`src/rtl/cmlk_multich_pulse_seq_if.sv`:
```
// Bundle between the parameter register bank and the pulse sequencer.
// Parameters are laser/gate timing, delay sweep and decimation; status and pulse outputs come back.
// master : parameter bank side (drives controls/parameters, observes pulses and status)
// slave  : sequencer side (consumes controls/parameters, drives pulses and status)
interface cmlk_multich_pulse_seq_if #(
    parameter int unsigned NUM_CH = 4,
    parameter int unsigned CNT_W  = 32,
    parameter int unsigned STEP_W = 8,
    parameter int unsigned CYC_W  = 8,
    parameter int unsigned DECI_W = 16
);
    logic                       enable;
    logic                       load_param;
    logic [CNT_W-1:0]           laser_period;
    logic [CNT_W-1:0]           laser_width;
    logic [NUM_CH*CNT_W-1:0]    ch_delay;
    logic [NUM_CH*CNT_W-1:0]    ch_width;
    logic [NUM_CH*STEP_W-1:0]   ch_step;
    logic [CYC_W-1:0]           cycles_m;
    logic [CYC_W-1:0]           steps_n;
    logic [DECI_W-1:0]          bg_deci_n;

    logic                       laser_pulse;
    logic [NUM_CH-1:0]          gate_pulse;
    logic                       frame_start;
    logic                       frame_bg;
    logic [CYC_W-1:0]           step_idx;
    logic                       busy;
    logic                       load_pending;

    modport master (
        output enable, load_param, laser_period, laser_width, ch_delay, ch_width,
               ch_step, cycles_m, steps_n, bg_deci_n,
        input  laser_pulse, gate_pulse, frame_start, frame_bg, step_idx, busy, load_pending
    );

    modport slave (
        input  enable, load_param, laser_period, laser_width, ch_delay, ch_width,
               ch_step, cycles_m, steps_n, bg_deci_n,
        output laser_pulse, gate_pulse, frame_start, frame_bg, step_idx, busy, load_pending
    );
endinterface

```
`src/rtl/cmlk_multich_pulse_seq.sv`:
```
// Multi-channel laser/gate pulse sequencer.
// One period counter drives a laser pulse train and NUM_CH gate channels whose
// delays sweep by a per-channel step across a frame; laser is suppressed on
// decimated background frames. Parameters are shadowed and only change at
// frame boundaries while running.
// Ports:
//   clk : block clock
//   rst : asynchronous reset, active-high
//   bus : slave side of cmlk_multich_pulse_seq_if (controls, parameters, pulses, status)
module cmlk_multich_pulse_seq #(
    parameter int unsigned NUM_CH = 4,
    parameter int unsigned CNT_W  = 32,
    parameter int unsigned STEP_W = 8,
    parameter int unsigned CYC_W  = 8,
    parameter int unsigned DECI_W = 16
) (
    input logic                     clk,
    input logic                     rst,
    cmlk_multich_pulse_seq_if.slave bus
);
    localparam int unsigned EW  = CNT_W + CYC_W + STEP_W;
    localparam int unsigned EW1 = EW + 1;

    typedef enum logic {ST_IDLE, ST_RUN} state_t;

    state_t                     r_state;
    state_t                     w_state_nxt;

    // Shadow parameter set
    logic [CNT_W-1:0]           r_sh_period;
    logic [CNT_W-1:0]           r_sh_lwidth;
    logic [NUM_CH*CNT_W-1:0]    r_sh_delay;
    logic [NUM_CH*CNT_W-1:0]    r_sh_width;
    logic [NUM_CH*STEP_W-1:0]   r_sh_step;
    logic [CYC_W-1:0]           r_sh_cyc;
    logic [CYC_W-1:0]           r_sh_steps;
    logic [DECI_W-1:0]          r_sh_deci;
    logic                       r_pending;

    // Timing counters
    logic [CNT_W-1:0]           r_period_cnt;
    logic [CYC_W-1:0]           r_cyc_cnt;
    logic [CYC_W-1:0]           r_step_cnt;
    logic [DECI_W-1:0]          r_frame_cnt;

    // Registered outputs
    logic                       r_laser;
    logic [NUM_CH-1:0]          r_gate;
    logic                       r_fs;
    logic                       r_bg;
    logic [CYC_W-1:0]           r_step_o;

    logic [CNT_W-1:0]           w_period;
    logic [CYC_W-1:0]           w_cyc;
    logic [CYC_W-1:0]           w_steps;
    logic                       w_period_last;
    logic                       w_cyc_last;
    logic                       w_step_last;
    logic                       w_frame_end;
    logic                       w_load_now;
    logic                       w_bg_now;
    logic [NUM_CH-1:0]          w_gate_hit;

    logic                       w_laser_d;
    logic [NUM_CH-1:0]          w_gate_d;
    logic                       w_fs_d;
    logic                       w_bg_d;
    logic [CYC_W-1:0]           w_step_d;

    // Sanitised shadow values
    assign w_period = (r_sh_period < CNT_W'(2)) ? CNT_W'(2) : r_sh_period;
    assign w_cyc    = (r_sh_cyc   == '0) ? CYC_W'(1) : r_sh_cyc;
    assign w_steps  = (r_sh_steps == '0) ? CYC_W'(1) : r_sh_steps;

    assign w_period_last = (r_period_cnt == w_period - CNT_W'(1));
    assign w_cyc_last    = (r_cyc_cnt    == w_cyc    - CYC_W'(1));
    assign w_step_last   = (r_step_cnt   == w_steps  - CYC_W'(1));
    assign w_frame_end   = (r_state == ST_RUN) && w_period_last && w_cyc_last && w_step_last;

    // A request left pending when the sequencer stops is applied in IDLE.
    assign w_load_now = (r_state == ST_IDLE) ? (bus.load_param || r_pending)
                                             : (w_frame_end && (bus.load_param || r_pending));

    assign w_bg_now = (r_sh_deci != '0) && (r_frame_cnt == r_sh_deci - DECI_W'(1));

    // FSM state register
    always_ff @(posedge clk or posedge rst) begin
        if (rst) r_state <= ST_IDLE;
        else     r_state <= w_state_nxt;
    end

    // FSM next state
    always_comb begin
        w_state_nxt = r_state;
        case (r_state)
            ST_IDLE: if (bus.enable)  w_state_nxt = ST_RUN;
            ST_RUN:  if (!bus.enable) w_state_nxt = ST_IDLE;
            default: w_state_nxt = ST_IDLE;
        endcase
    end

    // Shadow registers and pending flag
    always_ff @(posedge clk or posedge rst) begin
        if (rst) begin
            r_sh_period <= '0;
            r_sh_lwidth <= '0;
            r_sh_delay  <= '0;
            r_sh_width  <= '0;
            r_sh_step   <= '0;
            r_sh_cyc    <= '0;
            r_sh_steps  <= '0;
            r_sh_deci   <= '0;
            r_pending   <= 1'b0;
        end else begin
            if (w_load_now) begin
                r_sh_period <= bus.laser_period;
                r_sh_lwidth <= bus.laser_width;
                r_sh_delay  <= bus.ch_delay;
                r_sh_width  <= bus.ch_width;
                r_sh_step   <= bus.ch_step;
                r_sh_cyc    <= bus.cycles_m;
                r_sh_steps  <= bus.steps_n;
                r_sh_deci   <= bus.bg_deci_n;
                r_pending   <= 1'b0;
            end else if (bus.load_param) begin
                r_pending   <= 1'b1;
            end
        end
    end

    // Period / cycle / step / frame counters; held at zero outside RUN so
    // entry into RUN always starts a fresh frame.
    always_ff @(posedge clk or posedge rst) begin
        if (rst) begin
            r_period_cnt <= '0;
            r_cyc_cnt    <= '0;
            r_step_cnt   <= '0;
            r_frame_cnt  <= '0;
        end else if (r_state == ST_RUN && bus.enable) begin
            if (w_period_last) begin
                r_period_cnt <= '0;
                if (w_cyc_last) begin
                    r_cyc_cnt <= '0;
                    if (w_step_last) begin
                        r_step_cnt <= '0;
                        // >= guards against a smaller bg_deci_n loaded mid-run
                        if (r_sh_deci == '0 || r_frame_cnt >= r_sh_deci - DECI_W'(1))
                            r_frame_cnt <= '0;
                        else
                            r_frame_cnt <= r_frame_cnt + DECI_W'(1);
                    end else begin
                        r_step_cnt <= r_step_cnt + CYC_W'(1);
                    end
                end else begin
                    r_cyc_cnt <= r_cyc_cnt + CYC_W'(1);
                end
            end else begin
                r_period_cnt <= r_period_cnt + CNT_W'(1);
            end
        end else begin
            r_period_cnt <= '0;
            r_cyc_cnt    <= '0;
            r_step_cnt   <= '0;
            r_frame_cnt  <= '0;
        end
    end

    // Per-channel gate window, evaluated with enough width that delay + step
    // sweep + width never wraps; the period counter bound clips the window.
    for (genvar g = 0; g < NUM_CH; g++) begin : g_ch
        logic [EW-1:0]  w_eff;
        logic [EW1-1:0] w_end;
        logic [EW1-1:0] w_pos;

        assign w_eff = EW'(r_sh_delay[g*CNT_W +: CNT_W])
                     + EW'(r_step_cnt) * EW'(r_sh_step[g*STEP_W +: STEP_W]);
        assign w_end = EW1'(w_eff) + EW1'(r_sh_width[g*CNT_W +: CNT_W]);
        assign w_pos = EW1'(r_period_cnt);
        assign w_gate_hit[g] = (w_pos >= EW1'(w_eff)) && (w_pos < w_end);
    end

    // FSM outputs (next values of the registered pulse/status outputs)
    always_comb begin
        w_laser_d = 1'b0;
        w_gate_d  = '0;
        w_fs_d    = 1'b0;
        w_bg_d    = 1'b0;
        w_step_d  = '0;
        if (r_state == ST_RUN) begin
            w_bg_d    = w_bg_now;
            w_laser_d = !w_bg_now && (r_period_cnt < r_sh_lwidth);
            w_gate_d  = w_gate_hit;
            w_fs_d    = (r_period_cnt == '0) && (r_cyc_cnt == '0) && (r_step_cnt == '0);
            w_step_d  = r_step_cnt;
        end
    end

    always_ff @(posedge clk or posedge rst) begin
        if (rst) begin
            r_laser  <= 1'b0;
            r_gate   <= '0;
            r_fs     <= 1'b0;
            r_bg     <= 1'b0;
            r_step_o <= '0;
        end else begin
            r_laser  <= w_laser_d;
            r_gate   <= w_gate_d;
            r_fs     <= w_fs_d;
            r_bg     <= w_bg_d;
            r_step_o <= w_step_d;
        end
    end

    assign bus.laser_pulse  = r_laser;
    assign bus.gate_pulse   = r_gate;
    assign bus.frame_start  = r_fs;
    assign bus.frame_bg     = r_bg;
    assign bus.step_idx     = r_step_o;
    assign bus.busy         = (r_state == ST_RUN);
    assign bus.load_pending = r_pending;
endmodule

```
`src/flat_wrapper.sv`:
```
// flat-port wrapper written by rule: the top's interface ports become plain ports
module cmlk_multich_pulse_seq_flat 
#(
    parameter int unsigned NUM_CH = 4,
    parameter int unsigned CNT_W  = 32,
    parameter int unsigned STEP_W = 8,
    parameter int unsigned CYC_W  = 8,
    parameter int unsigned DECI_W = 16
)
  (clk, rst, bus_enable, bus_load_param, bus_laser_period, bus_laser_width, bus_ch_delay, bus_ch_width, bus_ch_step, bus_cycles_m, bus_steps_n, bus_bg_deci_n, bus_laser_pulse, bus_gate_pulse, bus_frame_start, bus_frame_bg, bus_step_idx, bus_busy, bus_load_pending);
  cmlk_multich_pulse_seq_if #(.NUM_CH(NUM_CH), .CNT_W(CNT_W), .STEP_W(STEP_W), .CYC_W(CYC_W), .DECI_W(DECI_W)) bus_i ();
  input logic clk;
  input logic rst;
  input wire logic [$bits(bus_i.enable)-1:0] bus_enable;
  input wire logic [$bits(bus_i.load_param)-1:0] bus_load_param;
  input wire logic [$bits(bus_i.laser_period)-1:0] bus_laser_period;
  input wire logic [$bits(bus_i.laser_width)-1:0] bus_laser_width;
  input wire logic [$bits(bus_i.ch_delay)-1:0] bus_ch_delay;
  input wire logic [$bits(bus_i.ch_width)-1:0] bus_ch_width;
  input wire logic [$bits(bus_i.ch_step)-1:0] bus_ch_step;
  input wire logic [$bits(bus_i.cycles_m)-1:0] bus_cycles_m;
  input wire logic [$bits(bus_i.steps_n)-1:0] bus_steps_n;
  input wire logic [$bits(bus_i.bg_deci_n)-1:0] bus_bg_deci_n;
  output wire logic [$bits(bus_i.laser_pulse)-1:0] bus_laser_pulse;
  output wire logic [$bits(bus_i.gate_pulse)-1:0] bus_gate_pulse;
  output wire logic [$bits(bus_i.frame_start)-1:0] bus_frame_start;
  output wire logic [$bits(bus_i.frame_bg)-1:0] bus_frame_bg;
  output wire logic [$bits(bus_i.step_idx)-1:0] bus_step_idx;
  output wire logic [$bits(bus_i.busy)-1:0] bus_busy;
  output wire logic [$bits(bus_i.load_pending)-1:0] bus_load_pending;
  assign bus_i.enable = bus_enable;
  assign bus_i.load_param = bus_load_param;
  assign bus_i.laser_period = bus_laser_period;
  assign bus_i.laser_width = bus_laser_width;
  assign bus_i.ch_delay = bus_ch_delay;
  assign bus_i.ch_width = bus_ch_width;
  assign bus_i.ch_step = bus_ch_step;
  assign bus_i.cycles_m = bus_cycles_m;
  assign bus_i.steps_n = bus_steps_n;
  assign bus_i.bg_deci_n = bus_bg_deci_n;
  assign bus_laser_pulse = bus_i.laser_pulse;
  assign bus_gate_pulse = bus_i.gate_pulse;
  assign bus_frame_start = bus_i.frame_start;
  assign bus_frame_bg = bus_i.frame_bg;
  assign bus_step_idx = bus_i.step_idx;
  assign bus_busy = bus_i.busy;
  assign bus_load_pending = bus_i.load_pending;
  cmlk_multich_pulse_seq #(.NUM_CH(NUM_CH), .CNT_W(CNT_W), .STEP_W(STEP_W), .CYC_W(CYC_W), .DECI_W(DECI_W)) u_core (.clk(clk), .rst(rst), .bus(bus_i));
endmodule
```
`config.mk`:
```
export PLATFORM = sky130hd
export DESIGN_NAME = cmlk_multich_pulse_seq_flat
export DESIGN_NICKNAME = d
export VERILOG_FILES = /design/src/rtl/cmlk_multich_pulse_seq_if.sv /design/src/rtl/cmlk_multich_pulse_seq.sv /design/src/flat_wrapper.sv
export SDC_FILE = /design/constraint.sdc
export NUM_CORES = 2
export LEC_CHECK = 0
export ABC_AREA = 0
export BUFFER_PORTS_ARGS = -buffer_cell sky130_fd_sc_hd__buf_2
export CAP_MARGIN = 20
export CORE_UTILIZATION = 56
export DETAILED_ROUTE_END_ITERATION = 7
export PLACE_DENSITY = 0.78
export SLEW_MARGIN = 20
export SYNTH_ARGS = -nofsm -noshare
export SYNTH_HDL_FRONTEND = slang
export SYNTH_SLANG_ARGS = --single-unit
```
`constraint.sdc`:
```
create_clock -name clk -period 13.42 [get_ports clk]
set_input_delay 1.342 -clock clk [delete_from_list [all_inputs] [get_ports clk]]
set_output_delay 1.342 -clock clk [all_outputs]
set_load 0.02 [all_outputs]
```
* Yosys cells after proc, flatten, opt, wreduce, memory -nomap -nowiden
Index checks and enable logic that the tools add are counted.
Operators by class: equality and inequality tests 7, reduce and logical (&&, ||, !) cells 26, multiplexer cells 26, bitwise operators 0, div/mod/pow operators 0, shifts and indexed selects 0, add/subtract/negate cells 16, order comparisons 11, multipliers 4
Operator list (number):
- $add A48 B32 Y49 | 4
- $lt A32 B49 Y1 | 4
- $ge A32 B48 Y1 | 4
- $add A32 B16 Y33 | 4
- $mux W32 | 3
- $mux W16 | 5
- $mux W8 | 10
- $mul A8 B8 Y16 | 4
- $add A32 B1 Y32 const B | 1
- $eq A32 B32 Y1 | 1
- $logic_not A32 Y1 | 1
- $logic_not A8 Y1 | 4
- $lt A32 B2 Y1 const B | 1
- $lt A32 B32 Y1 | 1
- $sub A32 B1 Y32 const B | 1
- $add A16 B1 Y16 const B | 1
- $add A8 B1 Y8 const B | 2
- $eq A16 B16 Y1 | 1
- $eq A8 B8 Y1 | 2
- $ge A16 B16 Y1 | 1
- $logic_not A16 Y1 | 1
- $reduce_bool A16 Y1 | 1
- $sub A16 B1 Y16 const B | 1
- $sub A8 B1 Y8 const B | 2
- other kinds (9) | 30
Word-level totals: word-level logic and storage cells 109, memory bits (writable) 0, memories kept 0, bits in registers 465, ROM bits 0, bits in latches 0, output and inout bits 17, bits of input ports 388

* Depth between registers and ports, before layout
depth after elaboration 10, gate-level depth with buffers 46

* Worst setup path before layout
No wires, ideal clock.
kind register to register, start point register u_core.r_step_cnt[2], end point register u_core.r_gate[1] (netlist: u_core.bus.gate_pulse[1]), setup slack 4.807 ns, path buffers 2, stages on the path, launching flop included 41, arrival time 8.487 ns, library setup time 0.125 ns, cells stage by stage dfrtp_1 -> clkbuf_1 -> clkbuf_1 -> nand2_1 -> fa_1 -> fa_1 -> inv_1 -> fa_1 -> inv_1 -> fa_1 -> inv_1 -> ha_1 -> a21boi_0 -> o21ai_0 -> a21boi_0 -> o21ai_0 -> a21oi_1 -> o32ai_1 -> [... 5 more ...] -> inv_1 -> nor2_1 -> o211ai_1 -> nand3b_1 -> o21ai_0 -> a2111oi_0 -> nor3_1 -> xor2_1 -> ha_1 -> a21o_1 -> a21o_1 -> a2111oi_0 -> o31ai_1 -> a41oi_1 -> o21bai_1 -> a21oi_1 -> a211oi_1 -> a2111oi_0
On the way: longest elaborated chain between the ends 6, elaborated cells between the ends (all ways) 7
Ends and longest elaborated chain:
- start: declaration | line cmlk_multich_pulse_seq.sv:43 | logic [CYC_W-1:0] r_step_cnt;
- start signal: assignment | line cmlk_multich_pulse_seq.sv:152 | r_step_cnt <= r_step_cnt + CYC_W'(1);
- $mul A8 B8 Y16 * | line cmlk_multich_pulse_seq.sv:176 | + EW'(r_step_cnt) * EW'(r_sh_step[g*STEP_W +: STEP_W]);
- $add A32 B16 Y33 * | line cmlk_multich_pulse_seq.sv:176
- $add A48 B32 Y49 | line cmlk_multich_pulse_seq.sv:177 | assign w_end = EW1'(w_eff) + EW1'(r_sh_width[g*CNT_W +: CNT_W]);
- $lt A32 B49 Y1 | line cmlk_multich_pulse_seq.sv:179 | assign w_gate_hit[g] = (w_pos >= EW1'(w_eff)) && (w_pos < w_end);
- $logic_and A1 B1 Y1 * | line cmlk_multich_pulse_seq.sv:179
- $mux W4 * | line cmlk_multich_pulse_seq.sv:189 | if (r_state == ST_RUN) begin
- net u_core.w_gate_d[1] | line cmlk_multich_pulse_seq.sv:65 | logic [NUM_CH-1:0] w_gate_d;
- end signal: assignment | line cmlk_multich_pulse_seq.sv:207 | r_gate <= w_gate_d;
- end: declaration | line cmlk_multich_pulse_seq.sv:48 | logic [NUM_CH-1:0] r_gate;
The timed path passes the listed nets; every way through them passes the cells marked *. A chain may end at the register's enable or synchronous reset.

* Worst setup path in the final report
start point register u_core.r_step_cnt[5], end point register u_core.r_gate[1] (netlist: u_core.bus.gate_pulse[1])
Same word-level chain as after synthesis.

==> impl_metrics.toml <==
[worst_setup_path]
cp-end-kind = "register"
critPathKind = "reg -> reg"
critical_path_arrival_ps = 10350
cpMostUsedCell = "o21ai_0"
path_max_fanout = 38
cpPeakStageDelay_ps = 920
r2r_slack_ps = 3550
worst_path_max_delay_cell = "dfrtp_2"
cp-start-kind = "register"
worstPathRequired_ps = 13900

[power]
finalPower_w = 0.005138
power_frac_clock_pct = 31.7
pwr-share-comb_pct = 34.2
p_sw_w = 0.001812
power.density_nw_per_um2 = 104.1
intPower_w = 0.003326
ir_drop_uv = 117.2
leakage_nw = 25.19
p_sw_share_pct = 35.27
seqPwrFrac_pct = 34.1

[yosys]
ys_seq_elements = 465
synth_edf_count = 0
ys.flop_type = "dfrtp_1"
syn_avg_cell_area_um2 = 9.299
ys_types = 77
async_flop_share_pct = 100.0
syn_nets = 5951
syn-cell-area_um2 = 44120
yosysSeqAreaShare_pct = 26.37
ys.warnings.count = 0
syn_inst = 4745

[run_status]
status = "finished, final reports clean"

[timing]
relSlewSlack_pct = 20.39
final-hold-violation-count = 0
clock.fmax_mhz = 101.3
slew_viol_final = 0
layout_worst_path_cycle_share_pct = 73.56
setup_viol = 0
tightest_slew_ps = 1194
rsz0062_at_grt = "false"
clock_skew_ps = 24.89
fin_tns_setup_ps = 0
min_period_ps = 9872

[floorplan]
start_util_pct = 56.77
die_x_um = 282.7
core_um2 = 77720
rows = 102
num_io_pins = 405
die_y_um = 282.7
die_area_um2 = 79920

[finish]
fillers = 6463
multi_input_area_um2 = 29760
layout-drive-gt1-share_pct = 11.46
area_delta_synth_final_pct = 11.86
nets = 6343
fin_util_pct = 63.50
ff_latch_area_um2 = 11640
layout_commonest_cell = "ha_1"
final_cells = 6232
final_cell_mix = "ha_1, inv_1, dfrtp_1"

[global_routing]
grt_max_degree = 191
grt_usage_pct = 30.65
grt_pass1_vias = 35080
antenna_found_initial = 12
globalRouteOverflowTotal = 0
grt_first_pass_wirelength_mm = 189.2

[route]
dr.pass1.iters = 7
vias = 35370
drt_wl_total_mm = 121.8
remaining_drc_errors = 0
postRouteAntennaNets = 0
drt-initial-drc-count = 2256
viasPerCell = 5.675
wl_per_cell_um = 19.55

[placed_design]
gp_congestion = 0.9396
dp_hpwl_mm = 91.80
placedCellCount = 6120
port_buffers = 404

[clock_tree]
clock-sinks = 465
numCtsBuffers = 55
ctsRootBufferMaster = "clkbuf_16"
cts_hold_buffers = 0
cts_resized = 0
clock_latency_ps = 640
tritoncts = "yes"
post-cts-setup-buffers = 0
cts_buffer_depth = 3
clk_pin_slew_ps = 70
htree_num_levels = 2

[flow_run]
drv_cap = 0

[hold_path]
hold_path_class = "reg -> reg"
## layer usage
metal  track usage, %  wire [µm]  share of wire (%)  up-vias
li1                 -          -                  -    16970
met1            39.98      51950                 43    17120
met2            49.86      55740                 46     1043
met3            5.475       8708                7.1      226
met4            13.35       5389                4.4        4
met5                0         30              0.025        -
## registers in the layout (all words and copies together) (netlist names), 4 cells and up
name / count
u_core.r_sh_deci: 16
u_core.r_sh_width: 128
u_core.r_frame_cnt: 16
u_core.r_sh_steps: 8
u_core.r_cyc_cnt: 8
u_core.bus.gate_pulse: 4
u_core.bus.step_idx: 8
u_core.r_sh_cyc: 8
u_core.r_sh_lwidth: 32
u_core.r_sh_period: 32
u_core.r_step_cnt: 8
u_core.r_sh_delay: 128
u_core.r_period_cnt: 32
u_core.r_sh_step: 32
## cell families after synthesis
logic type               after synthesis  share of synthesized area, %
AO/OA/AOI/OAI                        848                         11.96
flip-flops                           465                         26.37
XOR/XNOR                             349                         6.928
multiplexers                         297                         7.571
buffers and inverters                715                         6.202
AND/OR/NAND/NOR                     1253                         14.30
adder cells (fa/ha/maj)              818                         26.67
## worst max-delay path: cells and delay by family, from the launching register on
kind / cells / cell delay (ps)
AOI/OAI and AO/OA: 20 / 4410
DFF: 1 / 920
and+or+nand+nor: 6 / 730
adders and majority gates: 7 / 3030
xor gates and xnor gates: 2 / 330
buffers and inverters: 4 / 260
## power groups by stage
stage                     clock network [W]  logic, W  registers [W]
final                               0.00163   0.00176        0.00175
after global routing                0.00171   0.00199        0.00178
after CTS                           0.00166   0.00176        0.00175
after detailed placement                  0   0.00174        0.00177
after global placement                    0   0.00169        0.00177
after floorplan                           0   0.00137        0.00169
## metrics by stage
stage          area [µm²]  hold WS (ps)  setup WS [ps]
2_1_floorplan       44130         444.4           4807
3_3_place_gp        47370         478.1           3956
3_5_place_dp        47370         485.3           3648
4_1_cts             49330         496.2           3660
5_1_grt             49330         514.1           2788
6_report            49350         496.0           3548
## synthesized netlist by cell type, drive strengths merged, types with 82 or more instances
cell	number	area [µm²]
nand3	82	410.4
nor2	216	813.3
o21ai	269	1346
fa	204	4084
inv	597	2241
a21o	130	975.9
ha	614	7682
a21oi	212	1065
xor2	179	1568
mux2	294	3311
nand2	383	1440
and2	162	1013
dfrtp	465	11640
xnor2	170	1489
## final timing paths
path,from,cells past startpoint,to
hold / removal,u_core.r_sh_width[19],1,u_core.r_sh_width[19]
min in group asynchronous,rst,2,u_core.r_sh_delay[87]
max in group asynchronous,rst,4,u_core.r_sh_width[22]
hold reg to reg,u_core.r_sh_width[19],1,u_core.r_sh_width[19]
setup / recovery,u_core.r_step_cnt[5],39,u_core.bus.gate_pulse[1]
setup reg to reg,u_core.r_step_cnt[5],39,u_core.bus.gate_pulse[1]
## final cells by class
type	count	share of cell area [%]
multi-input cells	3565	60.30
flip-flops and latches	465	23.59
repair buffers	453	4.893
inverters	597	4.548
clock buffers	70	3.085
well taps	1040	2.637
clock inverters	33	0.9000
diodes	9	0.04563
(Power assumes the default switching activity.)
